===== src/rtl/tmds_decoder_pkg.sv =====
// rtl/tmds_decoder_pkg.sv - shared TMDS control tokens and decoder FSM state type
//
// Purpose: the four 10-bit TMDS control tokens (also produced by the encoder)
// and the symbol-alignment FSM state encoding used by tmds_decoder.
// Ports: none (package).

package tmds_decoder_pkg;

  // Control-period tokens, full 10-bit symbol, bit 0 first on the wire.
  localparam logic [9:0] TMDS_CTRL_00 = 10'h354;
  localparam logic [9:0] TMDS_CTRL_01 = 10'h0AB;
  localparam logic [9:0] TMDS_CTRL_10 = 10'h154;
  localparam logic [9:0] TMDS_CTRL_11 = 10'h2AB;

  typedef enum logic [1:0] {
    ST_SEARCH    = 2'd0,
    ST_SLIP      = 2'd1,
    ST_SLIP_HOLD = 2'd2,
    ST_LOCKED    = 2'd3
  } state_t;

endpackage


===== src/rtl/tmds_symbol_decode.sv =====
// rtl/tmds_symbol_decode.sv - combinational TMDS symbol classifier and data decoder
//
// Purpose: maps one 10-bit TMDS symbol to token flag, token value and the
// 8-bit data byte it would carry if it were a data symbol.
// Ports:
//   i_sym      in  10  TMDS symbol, bit 0 first on the wire
//   o_is_token out 1   symbol is one of the four control tokens
//   o_tok      out 2   {c1,c0} of the matched token (0 when not a token)
//   o_data     out 8   decoded data byte (meaningless for tokens)

module tmds_symbol_decode
  import tmds_decoder_pkg::*;
(
  input  logic [9:0] i_sym,
  output logic       o_is_token,
  output logic [1:0] o_tok,
  output logic [7:0] o_data
);

  logic [7:0] w_d;

  always_comb begin
    // Bit 9 flags DC-balance inversion; bit 8 selects XOR vs XNOR chaining.
    w_d    = i_sym[9] ? ~i_sym[7:0] : i_sym[7:0];
    o_data = '0;
    o_data[0] = w_d[0];
    for (int i = 1; i < 8; i++) begin
      o_data[i] = i_sym[8] ? (w_d[i] ^ w_d[i-1]) : ~(w_d[i] ^ w_d[i-1]);
    end
  end

  always_comb begin
    o_is_token = 1'b1;
    o_tok      = 2'b00;
    case (i_sym)
      TMDS_CTRL_00: o_tok = 2'b00;
      TMDS_CTRL_01: o_tok = 2'b01;
      TMDS_CTRL_10: o_tok = 2'b10;
      TMDS_CTRL_11: o_tok = 2'b11;
      default:      o_is_token = 1'b0;
    endcase
  end

endmodule


===== src/rtl/tmds_decoder.sv =====
// rtl/tmds_decoder.sv - TMDS channel receiver: word alignment via bitslip and symbol decode
//
// Purpose: two-stage pipeline (classify, then output) plus an alignment FSM
// that requests bitslips until CTRL_RUN consecutive control tokens are seen.
// Ports:
//   clk_pix  in  1   pixel clock
//   rst_pix  in  1   synchronous active-high reset
//   sym_in   in  10  symbol from deserializer, one per cycle
//   bitslip  out 1   one-cycle request to shift the word boundary by one bit
//   locked   out 1   high while aligned
//   de       out 1   data enable
//   ctrl     out 2   decoded control bits {c1,c0}
//   dout     out 8   decoded data byte, 0 when de=0

module tmds_decoder
  import tmds_decoder_pkg::*;
#(
  parameter int SEARCH_LIMIT = 2048,
  parameter int CTRL_RUN     = 8,
  parameter int SLIP_WAIT    = 4,
  parameter int LOSS_LIMIT   = 4096
) (
  input  logic       clk_pix,
  input  logic       rst_pix,
  input  logic [9:0] sym_in,
  output logic       bitslip,
  output logic       locked,
  output logic       de,
  output logic [1:0] ctrl,
  output logic [7:0] dout
);

  localparam int CNT_W = $clog2(LOSS_LIMIT) + 1;
  localparam int RUN_W = $clog2(CTRL_RUN + 1);

  logic             w_is_tok;
  logic [1:0]       w_tok;
  logic [7:0]       w_data;

  logic             r_is_tok;
  logic [1:0]       r_tok;
  logic [7:0]       r_data;

  state_t           r_state;
  logic [CNT_W-1:0] r_sym_cnt;
  logic [RUN_W-1:0] r_run_cnt;
  logic [RUN_W-1:0] w_run_inc;
  logic             w_run_full;

  tmds_symbol_decode u_dec (
    .i_sym      (sym_in),
    .o_is_token (w_is_tok),
    .o_tok      (w_tok),
    .o_data     (w_data)
  );

  // Run length including the symbol now in stage 1, so lock can be declared
  // on the very edge that moves the completing token into the output stage.
  always_comb begin
    w_run_inc = '0;
    if (r_is_tok) begin
      w_run_inc = (r_run_cnt == RUN_W'(CTRL_RUN)) ? r_run_cnt : r_run_cnt + 1'b1;
    end
    w_run_full = (w_run_inc == RUN_W'(CTRL_RUN));
  end

  always_ff @(posedge clk_pix) begin
    if (rst_pix) begin
      r_is_tok  <= 1'b0;
      r_tok     <= 2'b00;
      r_data    <= 8'h00;
      r_state   <= ST_SEARCH;
      r_sym_cnt <= '0;
      r_run_cnt <= '0;
      bitslip   <= 1'b0;
      locked    <= 1'b0;
      de        <= 1'b0;
      ctrl      <= 2'b00;
      dout      <= 8'h00;
    end else begin
      r_is_tok <= w_is_tok;
      r_tok    <= w_tok;
      r_data   <= w_data;

      // Outputs default to the not-locked values; LOCKED overrides below.
      bitslip <= 1'b0;
      locked  <= 1'b0;
      de      <= 1'b0;
      ctrl    <= 2'b00;
      dout    <= 8'h00;

      case (r_state)
        ST_SEARCH: begin
          r_run_cnt <= w_run_inc;
          if (w_run_full) begin
            // Lock beats the search limit when both land together.
            r_state   <= ST_LOCKED;
            r_sym_cnt <= '0;
            locked    <= 1'b1;
            ctrl      <= r_tok;
          end else if (r_sym_cnt == CNT_W'(SEARCH_LIMIT - 1)) begin
            r_state   <= ST_SLIP;
            r_sym_cnt <= '0;
            r_run_cnt <= '0;
            bitslip   <= 1'b1;
          end else begin
            r_sym_cnt <= r_sym_cnt + 1'b1;
          end
        end

        ST_SLIP: begin
          r_state   <= ST_SLIP_HOLD;
          r_run_cnt <= '0;
        end

        ST_SLIP_HOLD: begin
          // Deserializer output is unreliable while it re-frames.
          r_run_cnt <= '0;
          if (r_sym_cnt == CNT_W'(SLIP_WAIT - 1)) begin
            r_state   <= ST_SEARCH;
            r_sym_cnt <= '0;
          end else begin
            r_sym_cnt <= r_sym_cnt + 1'b1;
          end
        end

        ST_LOCKED: begin
          if (!w_run_full && r_sym_cnt == CNT_W'(LOSS_LIMIT - 1)) begin
            // Drop back to searching; no slip until a full search fails.
            r_state   <= ST_SEARCH;
            r_sym_cnt <= '0;
            r_run_cnt <= '0;
          end else begin
            r_run_cnt <= w_run_inc;
            r_sym_cnt <= w_run_full ? '0 : r_sym_cnt + 1'b1;
            locked    <= 1'b1;
            if (r_is_tok) begin
              ctrl <= r_tok;
            end else begin
              de   <= 1'b1;
              dout <= r_data;
              ctrl <= ctrl;
            end
          end
        end

        default: r_state <= ST_SEARCH;
      endcase
    end
  end

endmodule


===== config.mk =====
export PLATFORM = sky130hd
export DESIGN_NAME = tmds_decoder
export DESIGN_NICKNAME = d
export VERILOG_FILES = /design/src/rtl/tmds_decoder_pkg.sv /design/src/rtl/tmds_symbol_decode.sv /design/src/rtl/tmds_decoder.sv
export SDC_FILE = /design/constraint.sdc
export NUM_CORES = 1
export LEC_CHECK = 0
export BUFFER_PORTS_ARGS = -buffer_cell sky130_fd_sc_hd__buf_2
export CAP_MARGIN = 25
export CORE_MARGIN = 3
export CORE_UTILIZATION = 60
export DETAILED_ROUTE_END_ITERATION = 8
export GPL_TIMING_DRIVEN = 1
export HOLD_SLACK_MARGIN = 0.15
export PLACE_DENSITY_LB_ADDON = 0.12
export SLEW_MARGIN = 5
export SYNTH_ARGS = -nofsm -noshare
export SYNTH_HDL_FRONTEND = slang
export SYNTH_SLANG_ARGS = --single-unit

===== constraint.sdc =====
create_clock -name clk_pix -period 4.58 [get_ports clk_pix]
set_clock_uncertainty 0.2 [all_clocks]
set_input_delay 1.145 -clock clk_pix [delete_from_list [all_inputs] [get_ports clk_pix]]
set_output_delay 1.145 -clock clk_pix [all_outputs]
set_load 0.005 [all_outputs]

# Word level (Yosys, flattened, before mapping)
# Index checks and enable logic that the tools add are counted.
[op_classes] div_mod_pow=0 n_shift=0 order_cmp=0 n_eq_ne=16 addsub=2 bitwise=17 n_reduce_logical=10 mul=0 n_mux=36
[op_table] cell="two-way mux 13 bit" count=5
[op_table] cell="one-hot mux 13 bit (3 select lines)" count=1
[op_table] cell="equality test 10 bit (second input constant)" count=2
[op_table] cell="two-way mux 4 bit" count=5
[op_table] cell="two-way mux 2 bit" count=7
[op_table] cell="adder 13 x 1 -> 13 bit (second input constant)" count=1
[op_table] cell="equality test 13 x 11 -> 1 bit (second input constant)" count=1
[op_table] cell="equality test 13 x 12 -> 1 bit (second input constant)" count=1
[op_table] cell="equality test 13 x 2 -> 1 bit (second input constant)" count=1
[op_table] cell="two-way mux 1 bit" count=12
[op_table] cell="one-hot mux 4 bit (3 select lines)" count=1
[op_table] cell="equality test 10 x 8 -> 1 bit (second input constant)" count=1
[op_table] cell="equality test 10 x 9 -> 1 bit (second input constant)" count=1
[op_table] cell="inverter 1 bit" count=9
[op_table] cell="equality test 4 bit (second input constant)" count=2
[op_table] cell="two-way mux 8 bit" count=1
[op_table] cell="inverter 8 bit" count=1
[op_table] cell="one-hot mux 2 bit (4 select lines)" count=1
[op_table] cell="OR reduction 4 bit" count=2
[op_table] cell="XOR 1 bit" count=7
[op_table] cell="!= test 3 bit (second input constant)" count=2
[op_table] cell="one-hot mux 2 bit (3 select lines)" count=1
[op_table] cell="OR reduction 3 bit" count=2
[op_table] cell="adder 4 x 1 -> 4 bit (second input constant)" count=1
[op_table] cell="other kinds (11)" count=13
[word_totals] output_inout_bits=13 reg_bits=43 inputBits=12 rom_bits=0 ramBits=0 latchBits=0 memories=0

# Depth between registers and ports, before layout
# Gate-level depths: netlist of run 1.
[depth] ltp_word=8 ltp_mapped=8 mapped_depth_nobuf=8

# By module
# Synthesis of run 1 repeated with hierarchy kept, for this count alone.
[unflattened] cells_unflattened=207 area_unflattened_um2=2089.5
[modules_own_cells] module="tmds_decoder" cells_per_inst=182 area_each_um2=1873.0 seq_area_each_um2=860.8 n_inst=1
[modules_own_cells] module="tmds_symbol_decode" cells_per_inst=25 area_each_um2=216.5 seq_area_each_um2=0.0 n_inst=1

# Least setup slack after synthesis of run 1
# Ideal clock, no wire load.
[synth_path] path_type="register -> register" startpoint="register r_run_cnt[0]" endpoint="register r_sym_cnt[9]" setup_ps=122 arrival_ps=1980 required_time_ps=4258 synth_period_minus_slack_ps=2302 path_buffers=0 setup_slack_ps=2278 stages_incl_launch_ff=9 path_cell_list="dfxtp_1 -> inv_1 -> ha_1 -> a211o_1 -> a221oi_2 -> nand3_2 -> a21oi_4 -> nor2_2 -> a221o_1"
[synth_via] elab_chain_len=8
[synth_rtl] item="start, declared" line="tmds_decoder.sv:46" rtl="logic [RUN_W-1:0] r_run_cnt;"
[synth_rtl] item="start signal, assigned" line="tmds_decoder.sv:94" rtl="r_run_cnt <= w_run_inc;"
[synth_rtl] item="start signal, assigned" line="tmds_decoder.sv:134" rtl="r_run_cnt <= w_run_inc;"
[synth_rtl] item="adder 4 x 1 -> 4 bit / equality test 4 bit (equally long branches)" line="tmds_decoder.sv:62" rtl="w_run_inc = (r_run_cnt == RUN_W'(CTRL_RUN)) ? r_run_cnt : r_run_cnt + 1'b1;"
[synth_rtl] item="two-way mux 4 bit *" line="tmds_decoder.sv:62"
[synth_rtl] item="two-way mux 4 bit *" line="tmds_decoder.sv:61" rtl="if (r_is_tok) begin"
[synth_rtl] item="equality test 4 bit *" line="tmds_decoder.sv:64" rtl="w_run_full = (w_run_inc == RUN_W'(CTRL_RUN));"
[synth_rtl] item="logical NOT 1 bit" line="tmds_decoder.sv:128" rtl="if (!w_run_full && r_sym_cnt == CNT_W'(LOSS_LIMIT - 1)) begin"
[synth_rtl] item="logical AND 1 bit" line="tmds_decoder.sv:128"
[synth_rtl] item="two-way mux 13 bit" line="tmds_decoder.sv:128"
[synth_rtl] item="one-hot mux 13 bit (3 select lines) *" line="tmds_decoder.sv:92" rtl="case (r_state)"
[synth_rtl] item="end signal, assigned" line="tmds_decoder.sv:107" rtl="r_sym_cnt <= r_sym_cnt + 1'b1;"
[synth_rtl] item="end signal, assigned" line="tmds_decoder.sv:123" rtl="r_sym_cnt <= r_sym_cnt + 1'b1;"
[synth_rtl] item="end signal, assigned" line="tmds_decoder.sv:135" rtl="r_sym_cnt <= w_run_full ? '0 : r_sym_cnt + 1'b1;"
[synth_rtl] item="end, declared" line="tmds_decoder.sv:45" rtl="logic [CNT_W-1:0] r_sym_cnt;"
# Every way passes the cells marked *; elsewhere a longest branch is shown, timed or not.
# A chain may end at the register's enable or synchronous reset.

# Final worst setup path of run 1
# Ends and elaborated chain as after synthesis.

==> metrics, run 1 <==
outcome completed; Slew Viols, Final 0; Worst Path Arrival 2620 ps; I/O pin total 25; YS warnings 0; htree depth 2; Max-cap violations 0; largest net degree at the start of global routing 24; Slew @ Worst Pin 856.2 ps; Post-synth EDFFs 0; core area 3203 um^2; Power Total 0.6953 mW; via count 1,735; min setup slack post-route 2009 ps; number of global-route vias before repair 1,681; clock latency on the worst-skew pair 350 ps; VDD IR max 0.2512 mV; setup TNS 0 ps; DRT iter0 DRCs 162; post-CTS sizing 0; number of remaining DRC errors 0; Synth cell types 57; busiest grt layer met2; initial core utilization 0.6625; Critical Path Sink Type flip-flop; crit path time final 2571 ps; Worst Setup Start Kind flip-flop; Mapped Nets 254; number of inserted diodes 0; critical path cell sequence inv_1, ha_1, a211o_1, a221oi_2, nand3_2, a21oi_4, nor2_2, a221o_1; Leakage Power 0.9373 nW; postcts setup bufs 0; reg-to-reg slack, setup 2010 ps; # port buffers 24; Worst Path Required 4630 ps; top area cells in the synthesized netlist dfxtp_1, ha_1, xnor2_1; die height 65.47 um; Mapped Area 2122 um^2; # rows 20; Die Width 65.47 um; area grow syn2layout 9.729%; RD Place Congestion 0.8297; all-layer global routing usage 0.2205; final setup fails 0; final hold violations 0; Setup WS pre-CTS 1846 ps; fin nets 276; Routed Antenna Nets 0; met3 GRT Util 0.06325; crit-path max FO 9; first-pass GRT wire length 7348 um; GR met1 Demand/Resource 0.2615; GR Util met2 0.3767; hold-critical path depth 1; total clock sinks 43; DPL Wire Length 3062 um; grt total ovfl 0; TritonCTS clock tree done; Root Buffer clkbuf_4; area of the die 4286 um^2; initial antenna violation count 0; Primary FF master, synth dfxtp_1; crit-path max cell delay 400 ps; CP max stage cell dfxtp_1; layout cells sized above 1 0.1811; WS Path Type reg2reg; DRT Pass-1 Iters 4; Layout Cells excl Fill 298; register area share after synthesis 0.4057; Placed Cells incl. Taps 291; Synth area leader dfxtp_1; worst hold path type reg2reg; Pwr Density 298.6 nW/um^2; unrepaired setup endpoints after global routing false; fmax 0.3889 GHz; Synth top area share 0.4057; hold buffers post-CTS 0; final WL 4092 um; Synth async-reset ratio 0; Avg WL per Cell 13.73 um; cts bufs inserted 5; final worst-path cycle share 0.5615; detail-routed via count per cell 5.822; Syn Area/Cell 9.147 um^2; Fillers 275; Max Root-Sink Buffers 2; Yosys reg bits 43; Worst R2R Path Depth 8; worst rel slew slack 0.4248; Gate Count Post-Synth 232; CTS clock-pin slew for the worst setup and hold paths 120 ps
## kinds of logic (layout without fill, tap and decap cells)
logic type / count (synthesis) / after routing / synth area share
DFF: 43 / 43 / 0.4057
muxes: 1 / 1 / 0.004717
buffers and inverters: 18 / 40 / 0.03655
xor gates and xnor gates: 15 / 15 / 0.06191
adders and majority gates: 10 / 10 / 0.05896
and+or+nand+nor: 97 / 97 / 0.2530
AOI/OAI and AO/OA: 48 / 48 / 0.1792
## worst max-delay path: cells and delay by family (launching register included)
family,cells,cell delay [ps]
buffers and inverters,1,110
DFF,1,400
adders and majority gates,1,240
AOI/OAI and AO/OA,4,1230
and+or+nand+nor,2,300
## final cells by class
class                   count  area (um^2)  share of cell area
clock buffers               5        37.54             0.01612
clock inverters             2        37.54             0.01612
inverters                   9        33.78             0.01451
multi-input cells         171         1184              0.5083
flip-flops and latches     43        860.8              0.3697
well taps                  44        55.05             0.02364
repair buffers             24        120.1             0.05159
## placed cells by master (no fill, tap or decap), types with 2 or more instances in the layout
master / count
a211oi_1: 2
ha_1: 10
a22o_1: 4
clkbuf_4: 5
xnor2_1: 14
nand2_1: 19
or3_1: 2
and3_1: 3
a21o_1: 2
nand3_1: 10
a211o_1: 2
a31oi_1: 2
nor4_1: 4
a31o_1: 2
or2_2: 4
dfxtp_1: 43
o21ai_0: 11
nor3_1: 4
buf_2: 24
o211ai_1: 3
a221o_1: 2
inv_1: 9
nor4bb_1: 3
a21oi_1: 4
nor2b_1: 3
nand4_1: 3
nor2_1: 20
nand2b_1: 2
o21ai_1: 2
and2_1: 9
## sequential cells by signal, summed over array words and instances (netlist names), 2 cells and up
signal     flops
r_sym_cnt     13
ctrl           2
r_tok          2
r_data         8
r_state        2
r_run_cnt      4
dout           8
## where the power goes
part	switching (mW)	total (mW)	internal [mW]
Clock	0.117	0.229	0.112
Sequential	0.00937	0.397	0.387
Combinational	0.0392	0.0692	0.0300
Total	0.166	0.695	0.529
## stage by stage
stage / instance area, um^2 / hold slack (ps) / util
after detailed placement: 2253 / 213.8 / 0.7035
after CTS: 2328 / 242.3 / 0.7270
after global placement: 2253 / 207.4 / 0.7035
after floorplan: 2122 / 205.7 / -
final: 2328 / 237.9 / 0.7270
after global routing: 2328 / 249.7 / 0.7270
## synthesized netlist by cell type, drive strengths merged (4+ instances only)
library cell  number
xnor2             14
ha                10
nor4               4
and2               9
inv                9
dfxtp             43
nand3             11
a21oi              5
o21ai             13
nand4              4
a22o               4
nor3               4
buf                4
nand2             19
clkbuf             5
nor2              21
or2                4
and3               4
## per-layer routing
| layer | part of all wire | up-vias |
|---|---|---|
| li1 | - | 872 |
| met1 | 0.44 | 818 |
| met2 | 0.50 | 38 |
| met3 | 0.041 | 7 |
| met4 | 0.014 | 0 |
| met5 | 0 | - |
## worst paths after layout
path | end | start
worst min register to register | dout[1]$_SDFF_PP0_ | r_data[1]$_SDFF_PP0_
worst max-delay path | r_sym_cnt[9]$_SDFFE_PP0P_ | r_run_cnt[0]$_SDFF_PP0_
worst max register to register | r_sym_cnt[9]$_SDFFE_PP0P_ | r_run_cnt[0]$_SDFF_PP0_
worst min-delay path | dout[1]$_SDFF_PP0_ | r_data[1]$_SDFF_PP0_
Power figures use the tool's default switching activity.
==> run 2: changes to the inputs <==
- ABC_AREA: unset -> 1
- CORE_UTILIZATION: 60 -> 53
- clock period: 4.58 -> 2.3 ns (I/O delays scaled with it)
==> metrics, run 2 <==
reg-to-reg slack, setup 250 ps (was 2010 ps); layout cells sized above 1 0.1765 (was 0.1811); # port buffers 24 (unchanged); Avg WL per Cell 11.20 um (was 13.73 um); Pwr Density 549.2 nW/um^2 (was 298.6 nW/um^2); crit-path max cell delay 380 ps (was 400 ps); CP max stage cell dfxtp_1 (unchanged); I/O pin total 25 (unchanged); Worst R2R Path Depth 12 (was 8); Setup WS pre-CTS 237.4 ps (was 1846 ps); hold-critical path depth 2 (was 1); critical path cell sequence ha_2, nand3_2, nor2_4, nand2_1, nor2_2, nand3_1, nand3_1, nand2_1, inv_2, nor2_1, nor2_1, nor2_1 (was inv_1, ha_1, a211o_1, a221oi_2, nand3_2, a21oi_4, nor2_2, a221o_1); largest net degree at the start of global routing 16 (was 24); DRT Pass-1 Iters 4 (unchanged); area of the multi-input gates 1242 um^2 (was 1184 um^2); setup TNS 0 ps (unchanged); Biggest register r_sym_cnt (unchanged); Synth top area share 0.3640 (was 0.4057); Synth area leader dfxtp_1 (unchanged); RD Place Congestion 0.9286 (was 0.8297); Worst Setup Start Kind flip-flop (unchanged); CP top delay family simple AND/OR/NAND/NOR gates (was compound AO/OA/AOI/OAI gates); Register Area 862.1 um^2 (was 860.8 um^2); initial core utilization 0.5707 (was 0.6625); top cells by count, synth nand2_1, inv_1, dfxtp_1 (was dfxtp_1, nor2_1, nand2_1); fin nets 395 (was 276); worst rel slew slack 0.6629 (was 0.4248); unrepaired setup endpoints after global routing false (unchanged); CP bufs+invs 1 (unchanged); Yosys reg bits 43 (unchanged); YS warnings 0 (unchanged); Slew Viols, Final 0 (unchanged); number of remaining DRC errors 0 (unchanged); Worst Path Arrival 2050 ps (was 2620 ps); Root Buffer clkbuf_8 (was clkbuf_4); DPL Wire Length 3590 um (was 3062 um); htree depth 2 (unchanged); hold buffers post-CTS 0 (unchanged); crit path time final 2050 ps (was 2571 ps); grt total ovfl 0 (unchanged); most numerous cell in the Yosys netlist nand2_1 (was dfxtp_1); total clock sinks 43 (unchanged); Routed Antenna Nets 0 (unchanged); VDD IR max 0.3569 mV (was 0.2512 mV); Mapped Area 2365 um^2 (was 2122 um^2); initial antenna violation count 0 (unchanged); fmax 0.4879 GHz (was 0.3889 GHz); clock latency on the worst-skew pair 300 ps (was 350 ps); crit-path max FO 6 (was 9); Slew @ Worst Pin 503.8 ps (was 856.2 ps); Leakage Power 1.248 nW (was 0.9373 nW); Syn Area/Cell 6.835 um^2 (was 9.147 um^2); Die Width 72.80 um (was 65.47 um); area grow syn2layout 12.06% (was 9.729%); number of global-route vias before repair 1,894 (was 1,681); reg2reg end r_sym_cnt[12]$_SDFFE_PP0P_ (was r_sym_cnt[9]$_SDFFE_PP0P_); WS Path Type reg2reg (unchanged); Critical Path Sink Type flip-flop (unchanged); Gate Count Post-Synth 346 (was 232); first-pass GRT wire length 8445 um (was 7348 um); number of cells on the critical path 12 (was 8); register area share after synthesis 0.3640 (was 0.4057); min setup slack post-route 250.3 ps (was 2009 ps); CTS clock-pin slew for the worst setup and hold paths 90 ps (was 120 ps); cts bufs inserted 5 (unchanged); top area cells in the synthesized netlist dfxtp_1, nand2_1, nand3_1 (was dfxtp_1, ha_1, xnor2_1); Reg2Reg Launch Point r_sym_cnt[0]$_SDFFE_PP0P_ (was r_run_cnt[0]$_SDFF_PP0_); DRT iter0 DRCs 157 (was 162); TritonCTS clock tree done (unchanged); area of the die 5299 um^2 (was 4286 um^2); Max Root-Sink Buffers 2 (unchanged); Synth async-reset ratio 0 (unchanged); Largest register FFs 13 (unchanged); Worst Path Required 2300 ps (was 4630 ps); final setup fails 0 (unchanged); core area 4144 um^2 (was 3203 um^2); all-layer global routing usage 0.2013 (was 0.2205); die height 72.80 um (was 65.47 um); CP most frequent cell nor2_1; Synth cell types 32 (was 57); final WL 4747 um (was 4092 um); number of inserted diodes 0 (unchanged); Worst Setup EP r_sym_cnt[12]$_SDFFE_PP0P_ (was r_sym_cnt[9]$_SDFFE_PP0P_); # rows 23 (was 20); CP startpoint r_sym_cnt[0]$_SDFFE_PP0P_ (was r_run_cnt[0]$_SDFF_PP0_); worst hold path type reg2reg (unchanged); outcome completed (unchanged); final worst-path cycle share 0.8912 (was 0.5615); via count 2,122 (was 1,735); most frequent cells in the layout nand2_1, inv_1, dfxtp_1 (was dfxtp_1, buf_2, nor2_1); detail-routed via count per cell 5.005 (was 5.822); Regs by FF count r_sym_cnt x13, dout x8, r_data x8 (unchanged); Post-synth EDFFs 0 (unchanged); Fillers 401 (was 275); Primary FF master, synth dfxtp_1 (unchanged); Max-cap violations 0 (unchanged); most common cell after layout, fill and taps aside nand2_1 (was dfxtp_1); final hold violations 0 (unchanged); Mapped Nets 368 (was 254)
-- run 2: area by class of cell --
class                      count  share of cell area
inverter                      56             0.07932
timing repair buffer          32             0.06799
multi-input combinational    235              0.4688
sequential                    43              0.3253
clock inverter                 3            0.008971
clock buffer                   5             0.02597
tap                           50             0.02361
-- run 2: worst min-delay path by stage --
| stage | startpoint | end |
|---|---|---|
| 2_1_floorplan | r_data[0]$_SDFF_PP0_ | dout[0]$_SDFF_PP0_ |
| 3_3_place_gp | r_data[4]$_SDFF_PP0_ | dout[4]$_SDFF_PP0_ |
| 3_5_place_dp | r_data[0]$_SDFF_PP0_ | dout[0]$_SDFF_PP0_ |
| 4_1_cts | r_data[0]$_SDFF_PP0_ | dout[0]$_SDFF_PP0_ |
| 5_1_grt | r_data[0]$_SDFF_PP0_ | dout[0]$_SDFF_PP0_ |
| 6_report | r_data[0]$_SDFF_PP0_ | dout[0]$_SDFF_PP0_ |
-- run 2: routing by layer --
metal | part of all wire | GRT usage | vias up
li1 | - | - | 1142
met1 | 0.49 | 0.2815 | 921
met2 | 0.44 | 0.3026 | 52
met3 | 0.055 | 0.04959 | 7
met4 | 0.015 | 0.06762 | 0
met5 | 0 | 0 | -
-- run 2: logic make-up after synthesis --
| group | Yosys count | synth area share |
|---|---|---|
| adders and majority gates | 10 | 0.05291 |
| xor gates and xnor gates | 9 | 0.03334 |
| AOI/OAI and AO/OA | 40 | 0.09207 |
| buffers and inverters | 68 | 0.1116 |
| DFF | 43 | 0.3640 |
| and+or+nand+nor | 176 | 0.3460 |
-- run 2: power by group --
| group | internal [mW] | switching, mW |
|---|---|---|
| logic | 0.0647 | 0.105 |
| registers | 0.769 | 0.0160 |
| clock network | 0.217 | 0.284 |
-- run 2: stage by stage --
| stage | utilization | area, um^2 | hold WS [ps] | power [mW] | cells |
|---|---|---|---|---|---|
| after floorplan | - | 2365 | 207.9 | 0.9210 | 346 |
| after global placement | 0.6126 | 2539 | 208.6 | 0.9674 | 414 |
| after detailed placement | 0.6126 | 2539 | 212.3 | 0.9692 | 414 |
| after CTS | 0.6350 | 2631 | 224.9 | 1.475 | 422 |
| after global routing | 0.6395 | 2650 | 239.5 | 1.539 | 424 |
| final | 0.6395 | 2650 | 222.8 | 1.455 | 424 |
-- run 2: repair_timing --
| item | CTS | global route |
|---|---|---|
| setup buffers | 0 | 2 |
| endpoints found under the setup margin | 0 | 2 |
| gates resized for setup | 0 | 2 |
| hold endpoints to repair | 0 | 0 |
-- run 2: worst reg2reg max path, cell delays in order, from the launching register on --
cell and delay, ps:
dfxtp_1 380, ha_2 230, nand3_2 120, nor2_4 200, nand2_1 90, nor2_2 100
nand3_1 100, nand3_1 100, nand2_1 130, inv_2 120, nor2_1 50, nor2_1 80
nor2_1 40
==> run 3: changes to the inputs <==
- CORE_MARGIN: 3 -> 2
==> metrics, run 3 (synthesis results as in run 2) <==
Largest register FFs 13 (unchanged); sw frac 0.2714 (was 0.2782); Register Area 860.8 um^2 (was 862.1 um^2); # port buffers 24 (unchanged); clock power share 0.338 (was 0.345); crit-path max FO 10 (was 6); Max Root-Sink Buffers 2 (unchanged); Leakage Power 1.264 nW (was 1.248 nW); initial antenna violation count 0 (unchanged); Int Pwr 1.050 mW (was 1.051 mW); VDD IR max 0.4456 mV (was 0.3569 mV); switching pwr 0.3911 mW (was 0.4049 mW); CP startpoint r_run_cnt[0]$_SDFF_PP0_ (was r_sym_cnt[0]$_SDFFE_PP0P_); fin nets 398 (was 395); Finished Core Util 0.6181 (was 0.6395); number of inserted diodes 0 (unchanged); reg-to-reg slack, setup 220 ps (was 250 ps); area of the multi-input gates 1240 um^2 (was 1242 um^2); hold-critical path depth 2 (unchanged); RD Place Congestion 0.8726 (was 0.9286); layout cells sized above 1 0.1777 (was 0.1765); first-pass GRT wire length 8010 um (was 8445 um); crit path time final 2081 ps (was 2050 ps); CTS clock-pin slew for the worst setup and hold paths 90 ps (about the same); Reg2Reg Launch Point r_run_cnt[0]$_SDFF_PP0_ (was r_sym_cnt[0]$_SDFFE_PP0P_); final setup fails 0 (unchanged); final hold violations 0 (unchanged); WS Path Type reg2reg (unchanged); Worst Hold Endpoint dout[1]$_SDFF_PP0_ (was dout[0]$_SDFF_PP0_); core area 4324 um^2 (was 4144 um^2); combinational power share 0.118 (was 0.116); area grow syn2layout 13.02% (was 12.06%); worst hold path type reg2reg (unchanged); Root Buffer clkbuf_8 (unchanged); worst rel slew slack 0.6814 (was 0.6629); Worst Path Arrival 2100 ps (was 2050 ps); Slew @ Worst Pin 476.1 ps (was 503.8 ps); final WL 4777 um (was 4747 um); all-layer global routing usage 0.1964 (was 0.2013); Worst Path Required 2320 ps (was 2300 ps); number of global-route vias before repair 1,850 (was 1,894); final worst-path cycle share 0.9046 (was 0.8912); Fillers 414 (was 401); I/O pin total 25 (unchanged); Flop pwr share 0.544 (was 0.539); DRT iter0 DRCs 101 (was 157); via count 2,126 (was 2,122); area of the die 5012 um^2 (was 5299 um^2); Max-cap violations 0 (unchanged); Worst Setup Start Kind flip-flop (unchanged); setup TNS 0 ps (unchanged); Slew Viols, Final 0 (unchanged); Pwr Density 539.2 nW/um^2 (was 549.2 nW/um^2); grt total ovfl 0 (unchanged); TritonCTS clock tree done (unchanged); Avg WL per Cell 11.14 um (was 11.20 um); Critical Path Sink Type flip-flop (unchanged); largest net degree at the start of global routing 18 (was 16); DPL Wire Length 3666 um (was 3590 um); outcome completed (unchanged); cts bufs inserted 5 (unchanged); Setup WS pre-CTS 185.0 ps (was 237.4 ps); clock latency on the worst-skew pair 290 ps (was 300 ps); number of remaining DRC errors 0 (unchanged); min setup slack post-route 219.4 ps (was 250.3 ps); fin area 2673 um^2 (was 2650 um^2); hold_sp r_data[1]$_SDFF_PP0_ (was r_data[0]$_SDFF_PP0_); fmax 0.4806 GHz (was 0.4879 GHz); # rows 24 (was 23); Worst R2R Path Depth 10 (was 12); DRT Pass-1 Iters 5 (was 4); Routed Antenna Nets 0 (unchanged); Die Width 70.80 um (was 72.80 um); Biggest register r_sym_cnt (unchanged); initial core utilization 0.5469 (was 0.5707); detail-routed via count per cell 4.956 (was 5.005); die height 70.80 um (was 72.80 um); hold buffers post-CTS 0 (unchanged); area post-placement 2541 um^2 (was 2539 um^2); total clock sinks 43 (unchanged); htree depth 2 (unchanged); most frequent cells in the layout nand2_1, inv_1, dfxtp_1 (unchanged); most common cell after layout, fill and taps aside nand2_1 (unchanged); reg2reg end r_state[1]$_SDFFE_PP0P_ (was r_sym_cnt[12]$_SDFFE_PP0P_); Regs by FF count r_sym_cnt x13, dout x8, r_data x8 (unchanged)
-- run 3: through the flow --
stage	instances	hold slack, ps	total power, mW
after detailed placement	416	211.3	0.9701
final	429	215.7	1.441
after global routing	429	228.5	1.505
after global placement	416	212.0	0.9691
after CTS	424	224.9	1.461
after floorplan	346	207.9	0.9210
-- run 3: critical path: stages, from the launching register on --
cell	delay, ps
dfxtp_1	410
inv_1	80
ha_1	290
nand2_1	70
inv_1	50
a21oi_2	150
nand3_4	160
buf_4	180
o21ai_0	160
nand3_1	110
a21oi_1	150
-- run 3: how the worst max path moves through the flow --
stage,end,slack (ps),depth (start not counted)
after floorplan,r_sym_cnt[12]$_SDFFE_PP0P_,470,12
after global placement,r_sym_cnt[11]$_SDFFE_PP0P_,260,12
after detailed placement,dout[7]$_SDFF_PP0_,190,11
after CTS,dout[7]$_SDFF_PP0_,160,11
after global routing,r_sym_cnt[11]$_SDFFE_PP0P_,-2,13
final,r_state[1]$_SDFFE_PP0P_,220,10
-- run 3: cell type report --
type                       instances  area share
inverter                          56     0.07865
timing repair buffer              35     0.07584
tap                               52     0.02434
multi-input combinational        235      0.4640
clock inverter                     3    0.009363
sequential                        43      0.3221
clock buffer                       5     0.02575
-- run 3: power by group through the flow --
stage          sequential, mW  combinational (mW)  clock [mW]
2_1_floorplan           0.798               0.123           0
5_1_grt                 0.787               0.193       0.524
3_5_place_dp            0.801               0.169           0
4_1_cts                 0.784               0.170       0.507
6_report                0.784               0.170       0.488
3_3_place_gp            0.801               0.168           0
-- run 3: routing by layer --
metal	GRT usage	vias to the layer above	routed length (um)
met5	0	-	0
met3	0.04274	4	192
met1	0.2768	934	2413
met4	0.03774	0	36
met2	0.3136	45	2134
li1	-	1143	-
-- run 3: timing repair --
item,CTS,global route
hold endpoints to repair,0,0
gates resized for setup,0,0
setup endpoints to repair,0,9
setup buffers,0,5
